<file path="src/rtl/quadra_seq.sv">
// Sequencer for the piecewise-quadratic datapath: x -> ROM fetch -> operand regs -> y.
// Optional output clamp to [-1.0, +1.0-lsb] enabled by defining QUADRA_SEQ_SAT_EN.
module quadra_seq #(
  parameter int SEG_W   = 7,
  parameter int ROM_LAT = 1,
  localparam int X_W    = SEG_W + 17
) (
  input  logic             clk,
  input  logic             rst_n,
  input  logic             clr,
  input  logic             in_valid,
  output logic             in_ready,
  input  logic [X_W-1:0]   in_x,
  output logic             coef_rd_en,
  output logic [SEG_W-1:0] coef_addr,
  input  logic [31:0]      coef_a,
  input  logic [31:0]      coef_b,
  input  logic [31:0]      coef_c,
  output logic [16:0]      dp_x2,
  output logic [31:0]      dp_a,
  output logic [31:0]      dp_b,
  output logic [31:0]      dp_c,
  input  logic [24:0]      dp_y,
  output logic             out_valid,
  input  logic             out_ready,
  output logic [24:0]      out_y,
  output logic             out_sat,
  output logic             busy
);

  typedef enum logic [2:0] {S_IDLE, S_FETCH, S_CAPT, S_EVAL, S_DONE} state_t;

  localparam logic [2:0] LAST_CNT = 3'(ROM_LAT - 1);

  state_t             state_q, state_d;
  logic [2:0]         cnt_q, cnt_d;
  logic [16:0]        x2_q, x2_d;
  logic [SEG_W-1:0]   coef_addr_q, coef_addr_d;
  logic               coef_rd_en_q, coef_rd_en_d;
  logic [16:0]        dp_x2_q, dp_x2_d;
  logic [31:0]        dp_a_q, dp_a_d;
  logic [31:0]        dp_b_q, dp_b_d;
  logic [31:0]        dp_c_q, dp_c_d;
  logic               out_valid_q, out_valid_d;
  logic [24:0]        out_y_q, out_y_d;
  logic [24:0]        y_proc;
  logic               y_clamped;

`ifdef QUADRA_SEQ_SAT_EN
  logic out_sat_q, out_sat_d;

  always_comb begin
    y_proc    = dp_y;
    y_clamped = 1'b0;
    if ($signed(dp_y) < $signed(25'h1800000)) begin
      y_proc    = 25'h1800000;
      y_clamped = 1'b1;
    end else if ($signed(dp_y) > $signed(25'h07FFFFF)) begin
      y_proc    = 25'h07FFFFF;
      y_clamped = 1'b1;
    end
  end

  assign out_sat = out_sat_q;
`else
  assign y_proc    = dp_y;
  assign y_clamped = 1'b0;
  assign out_sat   = 1'b0;
`endif

  // In DONE the next argument may be taken on the same edge as the result handshake.
  assign in_ready = (state_q == S_IDLE) | ((state_q == S_DONE) & out_ready);

  always_comb begin
    state_d      = state_q;
    cnt_d        = cnt_q;
    x2_d         = x2_q;
    coef_addr_d  = coef_addr_q;
    coef_rd_en_d = 1'b0;
    dp_x2_d      = dp_x2_q;
    dp_a_d       = dp_a_q;
    dp_b_d       = dp_b_q;
    dp_c_d       = dp_c_q;
    out_valid_d  = out_valid_q;
    out_y_d      = out_y_q;
`ifdef QUADRA_SEQ_SAT_EN
    out_sat_d    = out_sat_q;
`endif
    if (clr) begin
      state_d     = S_IDLE;
      out_valid_d = 1'b0;
      cnt_d       = 3'd0;
    end else begin
      case (state_q)
        S_IDLE: begin
          if (in_valid) begin
            state_d      = S_FETCH;
            cnt_d        = 3'd0;
            coef_addr_d  = in_x[X_W-1:17];
            x2_d         = in_x[16:0];
            coef_rd_en_d = 1'b1;
          end
        end
        S_FETCH: begin
          if (cnt_q == LAST_CNT) begin
            state_d = S_CAPT;
            cnt_d   = 3'd0;
          end else begin
            cnt_d = cnt_q + 3'd1;
          end
        end
        S_CAPT: begin
          dp_a_d  = coef_a;
          dp_b_d  = coef_b;
          dp_c_d  = coef_c;
          dp_x2_d = x2_q;
          state_d = S_EVAL;
        end
        S_EVAL: begin
          out_y_d     = y_proc;
`ifdef QUADRA_SEQ_SAT_EN
          out_sat_d   = y_clamped;
`endif
          out_valid_d = 1'b1;
          state_d     = S_DONE;
        end
        S_DONE: begin
          if (out_ready) begin
            out_valid_d = 1'b0;
            if (in_valid) begin
              state_d      = S_FETCH;
              cnt_d        = 3'd0;
              coef_addr_d  = in_x[X_W-1:17];
              x2_d         = in_x[16:0];
              coef_rd_en_d = 1'b1;
            end else begin
              state_d = S_IDLE;
            end
          end
        end
        default: state_d = S_IDLE;
      endcase
    end
  end

  always_ff @(posedge clk or negedge rst_n) begin
    if (!rst_n) begin
      state_q      <= S_IDLE;
      cnt_q        <= 3'd0;
      x2_q         <= 17'd0;
      coef_addr_q  <= '0;
      coef_rd_en_q <= 1'b0;
      dp_x2_q      <= 17'd0;
      dp_a_q       <= 32'd0;
      dp_b_q       <= 32'd0;
      dp_c_q       <= 32'd0;
      out_valid_q  <= 1'b0;
      out_y_q      <= 25'd0;
`ifdef QUADRA_SEQ_SAT_EN
      out_sat_q    <= 1'b0;
`endif
    end else begin
      state_q      <= state_d;
      cnt_q        <= cnt_d;
      x2_q         <= x2_d;
      coef_addr_q  <= coef_addr_d;
      coef_rd_en_q <= coef_rd_en_d;
      dp_x2_q      <= dp_x2_d;
      dp_a_q       <= dp_a_d;
      dp_b_q       <= dp_b_d;
      dp_c_q       <= dp_c_d;
      out_valid_q  <= out_valid_d;
      out_y_q      <= out_y_d;
`ifdef QUADRA_SEQ_SAT_EN
      out_sat_q    <= out_sat_d;
`endif
    end
  end

  assign coef_rd_en = coef_rd_en_q;
  assign coef_addr  = coef_addr_q;
  assign dp_x2      = dp_x2_q;
  assign dp_a       = dp_a_q;
  assign dp_b       = dp_b_q;
  assign dp_c       = dp_c_q;
  assign out_valid  = out_valid_q;
  assign out_y      = out_y_q;
  assign busy       = (state_q != S_IDLE);

endmodule

</file>
<file path="config.mk">
export PLATFORM = sky130hd
export DESIGN_NAME = quadra_seq
export DESIGN_NICKNAME = d
export VERILOG_FILES = /design/src/rtl/quadra_seq.sv
export SDC_FILE = /design/constraint.sdc
export NUM_CORES = 1
export LEC_CHECK = 0
export CAP_MARGIN = 30
export CORE_AREA = 2 2 125 127
export CTS_CLUSTER_DIAMETER = 150
export DETAILED_ROUTE_END_ITERATION = 10
export DIE_AREA = 0 0 127 129
export GPL_TIMING_DRIVEN = 1
export PLACE_DENSITY = 0.84
export SLEW_MARGIN = 20
export SYNTH_ARGS = -nofsm -noshare
export SYNTH_HDL_FRONTEND = slang
export SYNTH_SLANG_ARGS = --single-unit
</file>
<file path="constraint.sdc">
create_clock -name clk -period 2.55 [get_ports clk]
set_clock_uncertainty 0.05 [all_clocks]
set_input_delay 0.255 -clock clk [delete_from_list [all_inputs] [get_ports clk]]
set_output_delay 0.255 -clock clk [all_outputs]
set_load 0.02 [all_outputs]
</file>
# [Word-level counts from Yosys, hierarchy flattened]
# Cells that the tools add are included.
[word_totals] regBits=170 inputBits=150 out_inout_bits=150 wordCells=59
[op_classes] add_sub_neg=1 n_eq_ne=8 mux=24 bitwise_logic=3 n_reduce_logical=12
[ops] operator="17-bit 2-to-1 mux" count=2
[ops] operator="17-bit one-hot mux with 2 select lines" count=1
[ops] operator="3-bit 2-to-1 mux" count=8
[ops] operator="3-bit one-hot mux with 5 select lines" count=1
[ops] operator="7-bit 2-to-1 mux" count=2
[ops] operator="7-bit one-hot mux with 2 select lines" count=1
[ops] operator="3-bit inequality test (second input constant)" count=3
[ops] operator="3-bit one-hot mux with 3 select lines" count=1
[ops] operator="2-bit AND reduction" count=4
[ops] operator="3-bit by 2-bit equality test with 1-bit output (second input constant)" count=2
[ops] operator="3-bit zero test" count=2
[ops] operator="1-bit 2-to-1 mux" count=6
[ops] operator="3-bit AND reduction" count=2
[ops] operator="3-bit nonzero test" count=2
[ops] operator="1-bit one-hot mux with 2 select lines" count=2
[ops] operator="4-bit nonzero test" count=1
[ops] operator="3-bit by 1-bit adder with 3-bit output (second input constant)" count=1
[ops] operator="3-bit by 1-bit equality test with 1-bit output (second input constant)" count=1
[ops] operator="3-bit equality test (second input constant)" count=1
[ops] operator="2-bit inequality test (second input constant)" count=1
[ops] operator="2-bit nonzero test" count=1
[ops] operator="1-bit bitwise AND" count=1
[ops] operator="1-bit NOT" count=1
[ops] operator="1-bit OR" count=1

# [Longest topological paths before layout]
[logic_depth] ltp_word=4 ltp_mapped=6 ltp_nobuf=6

# [Worst setup path after synthesis]
# No wires, ideal clock.
[synth_timing] path_type="reg-to-reg" start="register state_q[2]" end="register x2_q[10]" setup_time_ns=0.125 arrival_ns=1.537 required_ns=2.375 slack_ns=0.839 path_stages_with_launch=7 n_path_buf=2 period_less_slack_ns=1.711 path_cell_list="dfrtp_1 > buf_6 > nor2b_1 > nor3_4 > nand3b_4 > buf_2 > mux2_2"
[synth_between] elab_chain_len=3 elab_cells_between_ends=6 classes_between="2 x eq/ne; 1 x mux; 3 x reduce/logical"
[synth_rtl] element="start: declaration" line_no="35" text="state_t state_q, state_d;"
[synth_rtl] element="start signal: assignment" line_no="163" text="state_q <= state_d;"
[synth_rtl] element="3-bit equality test / 3-bit zero test (equally long branches)" line_no="94" text="case (state_q)"
[synth_rtl] element="2-bit inequality test (no line) / 2-bit nonzero test (equally long branches)"
[synth_rtl] element="3-bit AND reduction (no line)"
[synth_rtl] element="end signal: assignment" line_no="150" text="x2_q <= 17'd0;"
[synth_rtl] element="end signal: assignment" line_no="165" text="x2_q <= x2_d;"
[synth_rtl] element="end: declaration" line_no="37" text="logic [16:0] x2_q, x2_d;"
# Several ways; a longest one is shown, not always the timed one.
# A chain may end at the register's enable or synchronous reset.

# [Final worst setup path]
[layout_timing] start="register state_q[2]" end="output port in_ready"
[layout_between] elab_chain_len=3 elab_cells_between_ends=4 classes_between="1 x eq/ne; 2 x bitwise; 1 x reduce/logical"
[layout_rtl] element="3-bit equality test" line_no="72" text="assign in_ready = (state_q == S_IDLE) | ((state_q == S_DONE) & out_ready);"
[layout_rtl] element="1-bit bitwise AND" line_no="72"
[layout_rtl] element="1-bit OR (*)" line_no="72"
[layout_rtl] element="end: declaration" line_no="12" text="output logic in_ready,"
# Every way passes the cells marked *; elsewhere a longest branch is shown, timed or not.

==> flow_metrics.py <==
metrics = {
    "outcome": {
        "status": "complete, no violations",
    },
    "power_and_ir_drop": {
        "powerDensity_nw_per_um2": 1200,
        "combPwrFrac_pct": 42.2,
        "vdd_ir_drop_max_mv": 0.701,
        "netSwitchingFraction_pct": 32.8,
        "clockPowerShare_pct": 21.5,
        "p_sw_mw": 4.07,
        "p_int_mw": 8.35,
        "p_leak_nw": 4.34,
        "power_frac_seq_pct": 36.3,
    },
    "finish": {
        "final_common_cell": "clkdlybuf4s50_1",
        "area.growth.synth_to_final_pct": 57.9,
        "fin_nets": 852,
        "drive_above_1_share_pct": 19.2,
        "layout_common_cells": "clkdlybuf4s50_1, dfrtp_1, mux2_2, mux2_1, clkbuf_16",
    },
    "worst_setup_path": {
        "crit_fanout": 10,
        "crit_required_ns": 2.25,
        "start_kind": "flop",
        "cp-end-kind": "primary output",
        "path_cells": "nor2b_1, nor3_4, clkdlybuf4s50_1",
        "slowest_stage": "clkdlybuf4s50_1",
        "worstSetupPathType": "reg -> out",
        "cp.arrival_ns": 2.02,
        "critical_path.max_stage_delay_ns": 0.66,
    },
    "sta": {
        "whs_ns": 0.342,
        "hold_viol_final": 0,
        "max_freq_mhz": 431,
        "fin_crit_sh_pct": 91.1,
        "timing.setup.tns_ns": 0,
        "setup_viol": 0,
        "drv_slew": 0,
        "rsz0062_at_grt": "false",
        "worst_pin_slew_ns": 0.616,
        "final.min_clock_period_ns": 2.32,
        "max_slew_margin_pct": 58.9,
    },
    "die": {
        "coreArea_sq_um": 15000,
        "die_h_um": 129,
        "die_x_um": 127,
        "initial_utilization_pct": 43.7,
        "fp.dieArea_sq_um": 16400,
        "std_cell_rows": 45,
        "pin_count": 300,
    },
    "run": {
        "maxCapViolCount": 0,
    },
    "cts": {
        "cts_max_level": 4,
        "path_clk_slew_ns": 0.07,
        "cts_tree": "done",
        "cts_buffers": 17,
        "clock_latency_ns": 0.42,
        "clock-root-buffer": "clkbuf_16",
        "cts_setup_buffers": 0,
        "clock-sinks": 170,
        "clk_path_buf_depth": 2,
    },
    "global_route": {
        "grt_start_max_net_pins": 66,
        "grtUsageTotal_pct": 20.0,
        "grt_overflow": 0,
        "grt_pass1_vias": 4740,
        "antenna_found_initial": 1,
        "grt_pass1_wl_mm": 25.1,
    },
    "place": {
        "routabilityCongestion": 0.777,
        "port_buffers": 298,
        "dpl.hpwl_mm": 12.0,
    },
    "synth": {
        "synth-seq-cells": 170,
        "syn-num-nets": 546,
        "synth_mux_area_share_pct": 27.9,
        "yosys_warnings": 0,
        "synth_xor_area_share_pct": 0.134,
        "synth-compound-area-share_pct": 1.19,
        "synth-simple-area-share_pct": 2.37,
        "ys_types": 30,
        "synth_top_area_share_pct": 65.1,
        "synth_top_family_by_area": "multiplexers",
        "synth_area_leaders": "dfrtp_1, mux2_2, mux2_1",
        "synth_top_cell_by_area": "dfrtp_1",
        "synthAdderAreaFrac_pct": 0.383,
        "syn_inst": 394,
        "yosysSeqAreaShare_pct": 65.1,
        "netlist_area_sq_um": 6540,
        "synth.avg_cell_area_sq_um": 16.6,
    },
    "route": {
        "num_vias": 4403,
        "detail_route.wl_per_cell_um": 18.1,
        "drtAntennaViolNets": 0,
        "post-route-drc-count": 0,
        "routed_wl_mm": 16.3,
        "dr.first_iter.drc_count": 177,
        "dr.pass1.iters": 4,
        "avgViaCountPerCell": 4.89,
    },
    "worst_hold_path": {
        "hp-class": "in -> async",
    },
}
## final timing paths
kind	from	end	slack, ns	cells past startpoint
worst max-delay path	state_q[2]	in_ready	0.23	3
worst min-delay path	rst_n	dp_c[18]	0.34	2
worst max register to register	state_q[1]	dp_a[7]	0.55	4
worst min register to register	dp_c[21]	dp_c[21]	0.43	1
max in group asynchronous	rst_n	dp_x2[13]	1.38	3
min in group clk	coef_c[26]	dp_c[26]	0.38	2
## per-stage QoR
| step | util [%] | area, sq um | setup slack [ns] | cells | power (mW) |
|---|---|---|---|---|---|
| CTS | 68.9 | 10300 | 0.212 | 900 | 12.6 |
| global placement | 64.7 | 9690 | 0.467 | 868 | 9.65 |
| floorplan | - | 6540 | 0.839 | 394 | 6.88 |
| detailed placement | 64.7 | 9690 | 0.407 | 868 | 9.84 |
| global route | 68.9 | 10300 | 0.157 | 901 | 13.0 |
| finish | 68.9 | 10300 | 0.228 | 901 | 12.4 |
## synthesized netlist by cell type (all sizes together)
cell type and instances:
buf 21, inv 5, mux2 162, nand2 3
nand2b 2, xor2 1, and3 1, o2bb2ai 1
o21ai 1, a22o 1, o41ai 1, ha 2
nor4 1, a211oi 2, dfrtp 170, nor3 2
nand3b 1, conb 1, nor2 8, o22ai 1
a21o 1, a21boi 1, a21oi 2, nor2b 1
or3 1, nor4b 1
## layer usage
layer | vias up | track usage, % | wire length (um) | share of wire (%)
met4 | 0 | 8.66 | 418 | 2.6
met1 | 2188 | 22.7 | 6190 | 38
met5 | - | 0 | 0 | 0
met3 | 29 | 6.24 | 1150 | 7.0
li1 | 2000 | - | - | -
met2 | 186 | 35.0 | 8560 | 52
## worst max-delay path, delay by kind of cell, from the launching register on
family	cells	cell delay (ns)
and+or+nand+nor	2	0.43
buffers and inverters	1	0.66
DFF	1	0.52
## state kept, by name (all words and copies together) (netlist names)
signal and count:
coef_rd_en 1, cnt_q 3, out_valid 1, out_y 25, x2_q 17, dp_b 32, dp_c 32, dp_x2 17
dp_a 32, state_q 3, coef_addr 7
## logic make-up after synthesis
kind of cell | count (synthesis)
buffers and inverters | 26
AND/OR/NAND/NOR | 21
AO/OA/AOI/OAI | 11
XOR/XNOR | 1
flip-flops | 170
other | 1
adder cells (fa/ha/maj) | 2
multiplexers | 162
## cell type report
type / instances / area [sq um]
fillers: 995 / 4650
flip-flops and latches: 170 / 4250
repair buffers: 308 / 3100
multi-input cells: 198 / 2090
clock buffers: 22 / 484
well taps: 188 / 235
clock inverters: 9 / 138
inverters: 5 / 18.8
diodes: 1 / 2.50
## power by group through the flow
stage | Sequential (mW) | Clock, mW | Combinational [mW]
4_1_cts | 4.51 | 2.74 | 5.31
6_report | 4.50 | 2.67 | 5.24
2_1_floorplan | 5.84 | 0 | 1.04
3_3_place_gp | 4.46 | 0 | 5.19
3_5_place_dp | 4.55 | 0 | 5.29
5_1_grt | 4.65 | 2.85 | 5.49
## timing repair
action | 4_1_cts | 5_1_grt
setup endpoints to repair | 0 | 0
resized for setup | 0 | 0
hold endpoints to repair | 60 | 0
hold buffers | 1 | 0
(Power assumes the default switching activity.)
